## config.mk

```make
export PLATFORM = sky130hd
export DESIGN_NAME = watch_timer_core
export DESIGN_NICKNAME = d
export VERILOG_FILES = /design/src/rtl/watch_timer_core.sv
export SDC_FILE = /design/constraint.sdc
export NUM_CORES = 1
export LEC_CHECK = 0
export ABC_AREA = 1
export CORE_AREA = 2 2 157 198
export CTS_CLUSTER_DIAMETER = 150
export DETAILED_ROUTE_END_ITERATION = 10
export DIE_AREA = 0 0 159 200
export GPL_TIMING_DRIVEN = 0
export HOLD_SLACK_MARGIN = 0.1
export MAX_ROUTING_LAYER = met4
export PLACE_DENSITY = 0.55
export SYNTH_ARGS = -nofsm -noshare
export SYNTH_HDL_FRONTEND = slang
export SYNTH_SLANG_ARGS = --single-unit
```

## constraint.sdc

```tcl
create_clock -name clk_1Khz -period 3.43 [get_ports clk_1Khz]
set_input_delay 1.029 -clock clk_1Khz [delete_from_list [all_inputs] [get_ports clk_1Khz]]
set_output_delay 1.029 -clock clk_1Khz [all_outputs]
set_load 0.01 [all_outputs]
```

## src/rtl/watch_timer_core.sv

```systemverilog
`default_nettype none
// ============================================================================
//  Module   : watch_timer_core
//  Brief    : Synchronous mm:ss.mmm BCD up/down timer with prescaler and
//             lap-capture FIFO feeding the display buffer.
//  Revision : 1.0
// ============================================================================
module watch_timer_core #(
  parameter int CLK_PER_MS   = 1,
  parameter int MIN_TENS_MAX = 5,
  parameter int LAP_DEPTH    = 4
) (
  input  logic        clk_1Khz,
  input  logic        rst,
  input  logic        EN,
  input  logic        load,
  input  logic [27:0] preset,
  input  logic        dir,
  input  logic        lap,
  input  logic        lap_rd,
  input  logic        lap_clr,
  input  logic        disp_sel,
  output logic [27:0] time_bcd,
  output logic [23:0] dispbuf,
  output logic [27:0] lap_data,
  output logic        lap_empty,
  output logic        lap_full,
  output logic        lap_ovf,
  output logic        wrap,
  output logic        done
);

  localparam int c_PRE_W = (CLK_PER_MS > 1) ? $clog2(CLK_PER_MS) : 1;
  localparam int c_AW    = $clog2(LAP_DEPTH);

  function automatic logic [3:0] f_lim(input int idx);
    if (idx == 6)      return 4'(MIN_TENS_MAX);
    else if (idx == 4) return 4'd5;
    else               return 4'd9;
  endfunction

  // ---------------------------------------------------------------- time base
  logic [c_PRE_W-1:0] r_presc;
  logic [6:0][3:0]    r_dig;
  logic               r_wrap;
  logic               r_done;

  logic               w_tick;
  logic [6:0][3:0]    w_dig_up;
  logic [6:0][3:0]    w_dig_dn;
  logic [6:0][3:0]    w_dig_ld;
  logic               w_all_max;
  logic               w_is_zero;
  logic               w_upper_zero;

  // With a single-cycle period the prescaler sits at 0, so tick follows EN.
  assign w_tick = EN && (r_presc == c_PRE_W'(CLK_PER_MS - 1));

  always_comb begin
    logic carry;
    logic borrow;
    carry        = 1'b1;
    borrow       = 1'b1;
    w_all_max    = 1'b1;
    w_is_zero    = 1'b1;
    w_upper_zero = 1'b1;
    w_dig_up     = r_dig;
    w_dig_dn     = r_dig;
    w_dig_ld     = '0;
    for (int i = 0; i < 7; i++) begin
      if (carry)
        w_dig_up[i] = (r_dig[i] >= f_lim(i)) ? 4'd0 : r_dig[i] + 4'd1;
      if (borrow)
        w_dig_dn[i] = (r_dig[i] == 4'd0) ? f_lim(i) : r_dig[i] - 4'd1;
      carry     = carry && (r_dig[i] >= f_lim(i));
      borrow    = borrow && (r_dig[i] == 4'd0);
      w_all_max = w_all_max && (r_dig[i] == f_lim(i));
      w_is_zero = w_is_zero && (r_dig[i] == 4'd0);
      if (i > 0)
        w_upper_zero = w_upper_zero && (r_dig[i] == 4'd0);
      w_dig_ld[i] = (preset[4*i +: 4] > f_lim(i)) ? f_lim(i) : preset[4*i +: 4];
    end
  end

  always_ff @(posedge clk_1Khz or negedge rst) begin
    if (!rst) begin
      r_presc <= '0;
      r_dig   <= '0;
      r_wrap  <= 1'b0;
      r_done  <= 1'b0;
    end else begin
      r_wrap <= 1'b0;
      r_done <= 1'b0;
      if (load) begin
        r_dig   <= w_dig_ld;
        r_presc <= '0;
      end else if (EN) begin
        r_presc <= w_tick ? '0 : r_presc + 1'b1;
        if (w_tick) begin
          if (!dir) begin
            r_dig  <= w_dig_up;
            r_wrap <= w_all_max;
          end else if (!w_is_zero) begin
            // Down-count parks at zero; done fires only on the 1 -> 0 step.
            r_dig  <= w_dig_dn;
            r_done <= w_upper_zero && (r_dig[0] == 4'd1);
          end
        end
      end
    end
  end

  // ---------------------------------------------------------------- lap FIFO
  logic [27:0]     r_mem [LAP_DEPTH];
  logic [c_AW-1:0] r_rd_ptr;
  logic [c_AW-1:0] r_wr_ptr;
  logic [c_AW:0]   r_cnt;
  logic            r_empty;
  logic            r_full;
  logic            r_ovf;

  logic            w_pop;
  logic            w_push;
  logic [c_AW:0]   w_cnt_nxt;

  // A pop in the same cycle frees the slot, so a push into a full FIFO survives.
  assign w_pop     = lap_rd && !r_empty && !lap_clr;
  assign w_push    = lap && !lap_clr && (!r_full || w_pop);
  assign w_cnt_nxt = r_cnt + (c_AW+1)'(w_push) - (c_AW+1)'(w_pop);

  always_ff @(posedge clk_1Khz or negedge rst) begin
    if (!rst) begin
      r_rd_ptr <= '0;
      r_wr_ptr <= '0;
      r_cnt    <= '0;
      r_empty  <= 1'b1;
      r_full   <= 1'b0;
      r_ovf    <= 1'b0;
    end else if (lap_clr) begin
      r_rd_ptr <= '0;
      r_wr_ptr <= '0;
      r_cnt    <= '0;
      r_empty  <= 1'b1;
      r_full   <= 1'b0;
      r_ovf    <= 1'b0;
    end else begin
      if (w_pop)  r_rd_ptr <= r_rd_ptr + 1'b1;
      if (w_push) r_wr_ptr <= r_wr_ptr + 1'b1;
      r_cnt   <= w_cnt_nxt;
      r_empty <= (w_cnt_nxt == '0);
      r_full  <= (w_cnt_nxt == (c_AW+1)'(LAP_DEPTH));
      if (lap && r_full && !w_pop)
        r_ovf <= 1'b1;
    end
  end

  always_ff @(posedge clk_1Khz) begin
    if (w_push)
      r_mem[r_wr_ptr] <= r_dig;
  end

  // ---------------------------------------------------------------- outputs
  assign time_bcd  = r_dig;
  assign wrap      = r_wrap;
  assign done      = r_done;
  assign lap_data  = r_empty ? '0 : r_mem[r_rd_ptr];
  assign lap_empty = r_empty;
  assign lap_full  = r_full;
  assign lap_ovf   = r_ovf;
  assign dispbuf   = disp_sel ? lap_data[27:4] : time_bcd[27:4];

endmodule
`default_nettype wire

```

==> results.py <==
metrics = {
    "setup_path": {
        "crit_chain": "inv_2, clkbuf_2, o21ai_0, a21oi_1, buf_4, clkdlybuf4s50_1",
        "cp_max_fo": 10,
        "path_delay_family": "buffers and inverters",
        "worstPathArrival_ps": 2300,
        "cp-start-kind": "flip-flop",
        "criticalPathCategory": "reg2out",
        "slowest_stage": "clkdlybuf4s50_1",
        "cp_num_buf_inv": 4,
        "end_kind": "output pin",
        "critPathMaxStageDelay_ps": 530,
        "cp.required_ps": 2400,
    },
    "yosys": {
        "ys.flop_type": "edfxtp_1",
        "syn_nets": 982,
        "syn_area_per_cell_um2": 9.03,
        "synth-xor-area-share_pct": 1.59,
        "ys_ff_latch": 153,
        "ys_seq_area_share_pct": 53.2,
        "synth_top_family_by_area": "simple AND/OR/NAND/NOR gates",
        "async_flop_share_pct": 26.8,
        "synthSimpleGateAreaFrac_pct": 22.9,
        "syn_area_um2": 8260,
        "syn_inst": 915,
        "synth_compound_area_share_pct": 11.8,
        "yosysWarnings": 0,
        "ys_types": 39,
        "synth_mux_area_share_pct": 0,
        "synth_edf_count": 112,
        "synthAdderAreaFrac_pct": 4.63,
    },
    "timing": {
        "clock_skew_ps": 7.79,
        "relSlewSlack_pct": 36.9,
        "slew_violations": 0,
        "tightestPinTransition_ps": 944,
        "whs_ps": 510,
        "hold_viol": 0,
        "layout_min_cycle_time_ps": 3330,
        "rsz0062_at_grt": "false",
        "setup_viol": 0,
        "max_freq_mhz": 301,
        "period_share_pct": 97.0,
    },
    "pwr": {
        "switchingPower_mw": 2.93,
        "pwr-share-seq_pct": 37.1,
        "power_mw": 7.59,
        "switching_share_pct": 38.7,
        "clkPwrFrac_pct": 22.8,
        "p_per_area_nw_per_um2": 697,
        "ir_drop_v": 0.000288,
        "pwr-share-comb_pct": 40.0,
        "p_leak_nw": 4.53,
        "intPower_mw": 4.65,
    },
    "detailed_routing": {
        "routedWlPerCell_um": 18.1,
        "route.detailed.drc": 0,
        "routed_wl_um": 26900,
        "num_vias": 7145,
        "viasPerCell": 4.82,
        "first_pass_iters": 7,
        "drt_iter0_drc": 599,
        "ant_nets": 0,
    },
    "run": {
        "max_cap_viol_count": 0,
    },
    "cells_and_area": {
        "drive_gt1_share_pct": 13.9,
        "final_net_count": 1136,
        "n_antenna_cell": 0,
        "area_delta_synth_final_pct": 31.7,
    },
    "placed_design": {
        "dpl.hpwl_um": 19800,
        "gp_congestion": 0.922,
        "port_buffers": 118,
    },
    "floorplan": {
        "fp.dieH_um": 200,
        "initial_utilization_pct": 27.7,
        "rows": 71,
        "die_w_um": 159,
        "io_pins": 122,
        "die_area_um2": 31800,
        "coreArea_um2": 29800,
    },
    "clock_tree": {
        "holdBufCountCts": 0,
        "cts_max_path_buffers": 2,
        "clock_latency_ps": 430,
        "cts_buffers": 17,
        "cts_sinks": 153,
        "clk_pin_slew_ps": 60,
        "htree_levels": 4,
        "root_buffer": "clkbuf_16",
        "cts_tree": "done",
    },
    "worst_hold_path": {
        "hold_path_class": "reg2reg",
    },
    "global_route": {
        "overflow": 0,
        "grt_antenna_before_repair": 0,
        "grt_max_degree": 29,
        "grt_pass1_vias": 6806,
        "grt_pass1_wl_um": 40600,
        "grt_usage_pct": 17.4,
    },
    "status": {
        "status": "complete, no violations",
    },
}
==> routing by layer <==
layer,up-vias,track usage [%],wire (µm)
met5,-,-,0
met4,0,6.16,635
met3,36,2.75,1490
met2,254,29.5,13400
met1,3417,21.3,11400
li1,3438,-,-
==> worst register-to-register path, cell delays in order (launching register included) <==
cell	delay, ps
dfstp_2	720
inv_1	70
nand2_1	140
o21ai_0	140
nand3_2	270
ha_1	290
inv_1	50
ha_1	130
inv_1	50
fa_1	500
nand2_1	70
o21ai_0	150
==> Yosys cell counts, types with 3 or more instances <==
cell type | count | area (µm²)
nor2_2 | 7 | 43.8
edfxtp_1 | 112 | 3360
nand4_1 | 17 | 106
o21ai_0 | 111 | 556
nand2_2 | 10 | 62.6
clkbuf_1 | 15 | 56.3
nor4_1 | 3 | 18.8
xor2_1 | 10 | 87.6
buf_4 | 6 | 45.0
nand3_1 | 68 | 340
o211ai_1 | 9 | 67.6
inv_2 | 13 | 48.8
dfrtp_1 | 40 | 1000
nor2_1 | 155 | 582
inv_1 | 58 | 218
nor3_1 | 4 | 20.0
o21ai_1 | 13 | 65.1
buf_2 | 10 | 50.1
xnor2_1 | 5 | 43.8
buf_6 | 4 | 45.0
nor2_4 | 9 | 101
nand3_2 | 6 | 60.1
ha_1 | 29 | 363
buf_1 | 5 | 18.8
a21oi_1 | 43 | 215
nand2_1 | 137 | 514
==> sequential cells by signal, summed over array words and instances, names as in the netlist <==
name and flops:
done 1, lap_empty 1, lap_full 1, lap_ovf 1, r_cnt 3, r_mem 112, r_presc 1, r_rd_ptr 2
r_wr_ptr 2, time_bcd 28, wrap 1
==> stage by stage <==
| step | instances | utilization (%) | TNS (ps) | setup slack (ps) | instance area, µm² |
|---|---|---|---|---|---|
| 2_1_floorplan | 915 | - | 0 | 243 | 8260 |
| 3_3_place_gp | 1434 | 33.3 | -168600 | -1540 | 9940 |
| 3_5_place_dp | 1438 | 33.7 | -14890 | -507 | 10100 |
| 4_1_cts | 1475 | 35.9 | -1.85 | -1.85 | 10700 |
| 5_1_grt | 1483 | 36.4 | 0 | 1.10 | 10900 |
| 6_report | 1483 | 36.4 | 0 | 105 | 10900 |
==> power groups by stage <==
stage | combinational, mW | clock, mW | sequential [mW]
3_5_place_dp | 2.97 | 0 | 2.83
3_3_place_gp | 2.93 | 0 | 2.82
6_report | 3.04 | 1.73 | 2.82
5_1_grt | 3.35 | 1.84 | 2.86
2_1_floorplan | 1.63 | 0 | 2.74
4_1_cts | 3.01 | 1.76 | 2.81
==> layout make-up <==
type                    instances  area, µm²
plain buffers                  39        308
clock buffers                  18        429
clock inverters                14        108
fillers                      3065      19000
inverters                      73        277
multi-input cells             649       3450
flip-flops and latches        153       4390
well taps                     401        502
repair buffers                136       1420
==> final timing paths <==
path	to	cells past startpoint	slack [ps]	start
min	lap_ovf$_DFFE_PN0P_	2	510	lap_ovf$_DFFE_PN0P_
max reg2reg	lap_empty$_DFF_PN1_	11	770	lap_empty$_DFF_PN1_
max in group asynchronous	lap_empty$_DFF_PN1_	2	2330	rst
min reg2reg	lap_ovf$_DFFE_PN0P_	2	510	lap_ovf$_DFFE_PN0P_
min in group asynchronous	time_bcd[25]$_DFFE_PN0P_	1	540	rst
max	lap_data[17]	6	100	r_rd_ptr[0]$_DFFE_PN0P_
==> repair_timing <==
item                       in CTS  in global routing
setup buffers                   6                  7
pin swaps                       7                 16
cloned                          0                  1
setup endpoints to repair      51                 28
resized for setup              43                 39
==> cells by family (layout without fill, tap and decap cells) <==
logic type | Yosys count | in the layout
and+or+nand+nor | 419 | 419
xor gates and xnor gates | 15 | 15
buffers and inverters | 113 | 280
AOI/OAI and AO/OA | 185 | 185
adders and majority gates | 30 | 30
DFF | 153 | 153
==> placed cells by master (no fill, tap or decap), types with 4 or more instances in the layout <==
| master | netlist | layout |
|---|---|---|
| a21oi_1 | 43 | 35 |
| a21oi_2 | 0 | 8 |
| buf_2 | 10 | 9 |
| buf_4 | 6 | 20 |
| buf_6 | 4 | 8 |
| clkbuf_1 | 15 | 4 |
| clkbuf_16 | 0 | 19 |
| clkbuf_2 | 0 | 8 |
| clkdlybuf4s50_1 | 0 | 88 |
| clkinv_1 | 1 | 4 |
| clkinv_2 | 0 | 4 |
| clkinvlp_4 | 0 | 5 |
| dfrtp_1 | 40 | 39 |
| dlygate4sd2_1 | 0 | 10 |
| dlymetal6s2s_1 | 0 | 17 |
| edfxtp_1 | 112 | 112 |
| ha_1 | 29 | 29 |
| inv_1 | 58 | 58 |
| inv_2 | 13 | 13 |
| nand2_1 | 137 | 137 |
| nand2_2 | 10 | 10 |
| nand3_1 | 68 | 67 |
| nand3_2 | 6 | 7 |
| nand4_1 | 17 | 17 |
| nor2_1 | 155 | 150 |
| nor2_2 | 7 | 8 |
| nor2_4 | 9 | 13 |
| nor3_1 | 4 | 4 |
| o211ai_1 | 9 | 9 |
| o21ai_0 | 111 | 110 |
| o21ai_1 | 13 | 14 |
| xnor2_1 | 5 | 5 |
| xor2_1 | 10 | 10 |
(Power assumes the default switching activity.)
==> edit, RTL diff (same settings) <==
The parameter `LAP_DEPTH` goes from 4 to 8.
--- a/src/rtl/watch_timer_core.sv
+++ b/src/rtl/watch_timer_core.sv
@@ -10,3 +10,3 @@
   parameter int MIN_TENS_MAX = 5,
-  parameter int LAP_DEPTH    = 4
+  parameter int LAP_DEPTH    = 8
 ) (
Function: same outputs for any inputs over 4 cycles, from zero or initial values and one cycle with rst low; that may be too few to reach the edited logic, so the function may still have changed.
==> edit against the original RTL <==
- wire length rose by 40%
- design area grew 47%
- sequential cell count up 115
- register-to-register slack improved by 0.04 ns
- area after synthesis increased by 56%
- setup slack lost 0.069 ns
- core utilization grew 17 points
- power up 52%
- global-route usage up 6.8 points
- largest cell class unchanged
==> edit: results <==
{
  "status": "completed",
  "placed_cells": 1789,
  "clock_buffers": 41,
  "wl_met1_mm": 15.4,
  "post_drt_wl_per_cell_um": 20.4,
  "use_met3": 0.0209,
  "syn_avg_cell_area_um2": 10.2,
  "multi_input_gates": 830,
  "synth_commonest_cells": "224 x edfxtp_1, 216 x nor2_1, 186 x o21ai_0",
  "routed-wl-met2_mm": 19.8,
  "nFlopsAndLatches": 268,
  "multi_input_area_share": 0.280,
  "clk_latency_ns": 0.53,
  "fin_nets": 1501,
  "grt_pass1_wl_mm": 57.2,
  "slew_headroom": 0.332,
  "inverters_excl_clock": 98,
  "finalCoreUtilization": 0.537,
  "viasPerCell": 5.38,
  "drtIter0Drc": 722,
  "routed_wl_mm": 37.7,
  "num-fill-cells": 2716,
  "hp-class": "in2async",
  "seq_area_frac": 0.488,
  "yosysTopAreaCellShare": 0.520,
  "async_flop_share": 0.164,
  "fin_crit_sh": 0.990,
  "largest_reg_flops": 224,
  "synth_cell_types": 44,
  "use_met2": 0.447,
  "ir_drop_v": 0.000331,
  "portBuffers": 120,
  "grt_pass1_vias": 10100,
  "synth_fp_nets": 1331,
  "buffers": 207,
  "cts_buffers": 27,
  "grt_max_degree": 35,
  "synth_edf_count": 224,
  "synth-seq-area-share": 0.606,
  "power.leakage_nw": 6.23,
  "post_dp_cell_area_um2": 14800,
  "hpwlAfterDp_mm": 26.2,
  "met3WireLength_mm": 1.50,
  "endpoint": "dispbuf[0]",
  "drive_gt1_frac": 0.155,
  "htree_num_levels": 1,
  "buffer_area_frac": 0.124
}
edit: changes by cell type after synthesis, sizes merged, moves of 25 or more:
cell    change
o21ai      +85
o211ai     +49
a21oi      -26
inv        +25
edfxtp    +112
nor2       +58
edit: power groups by stage:
| stage | combinational, mW | clock [mW] | sequential, mW |
|---|---|---|---|
| CTS | 3.91 | 2.93 | 4.65 |
| global route | 4.40 | 3.05 | 4.72 |
| detailed placement | 3.82 | 0 | 4.72 |
| finish | 3.99 | 2.88 | 4.65 |
| global placement | 3.76 | 0 | 4.72 |
| floorplan | 2.15 | 0 | 4.52 |
edit: logic make-up after synthesis:
kind of cell               Yosys count  synth area share
AOI/OAI and AO/OA                  307             0.136
xor gates and xnor gates            20            0.0136
adders and majority gates           32            0.0316
buffers and inverters              164            0.0556
DFF                                268             0.606
and+or+nand+nor                    471             0.158
edit: how the worst min path moves through the flow:
stage	from	to	cells past startpoint
after floorplan	r_presc$_DFFE_PN0P_	r_presc$_DFFE_PN0P_	2
after global placement	lap_ovf$_DFFE_PN0P_	lap_ovf$_DFFE_PN0P_	2
after detailed placement	lap_ovf$_DFFE_PN0P_	lap_ovf$_DFFE_PN0P_	2
after CTS	rst	time_bcd[23]$_DFFE_PN0P_	1
after global routing	rst	time_bcd[23]$_DFFE_PN0P_	1
final	rst	time_bcd[23]$_DFFE_PN0P_	1
edit: critical path, stage by stage, from the launching register on:
cell	delay (ns)
dfrtp_1	0.37
buf_6	0.15
inv_4	0.05
bufbuf_16	0.27
o21ai_0	0.15
o21ai_1	0.09
o211ai_1	0.30
buf_4	0.17
o21ai_1	0.05
clkdlybuf4s15_2	0.22
edit: timing repair:
action                                  CTS  global route
cloned                                    1             0
pin swaps                                22            25
resized for setup                       196           100
buffers inserted                         14             2
endpoints found under the setup margin   52            47
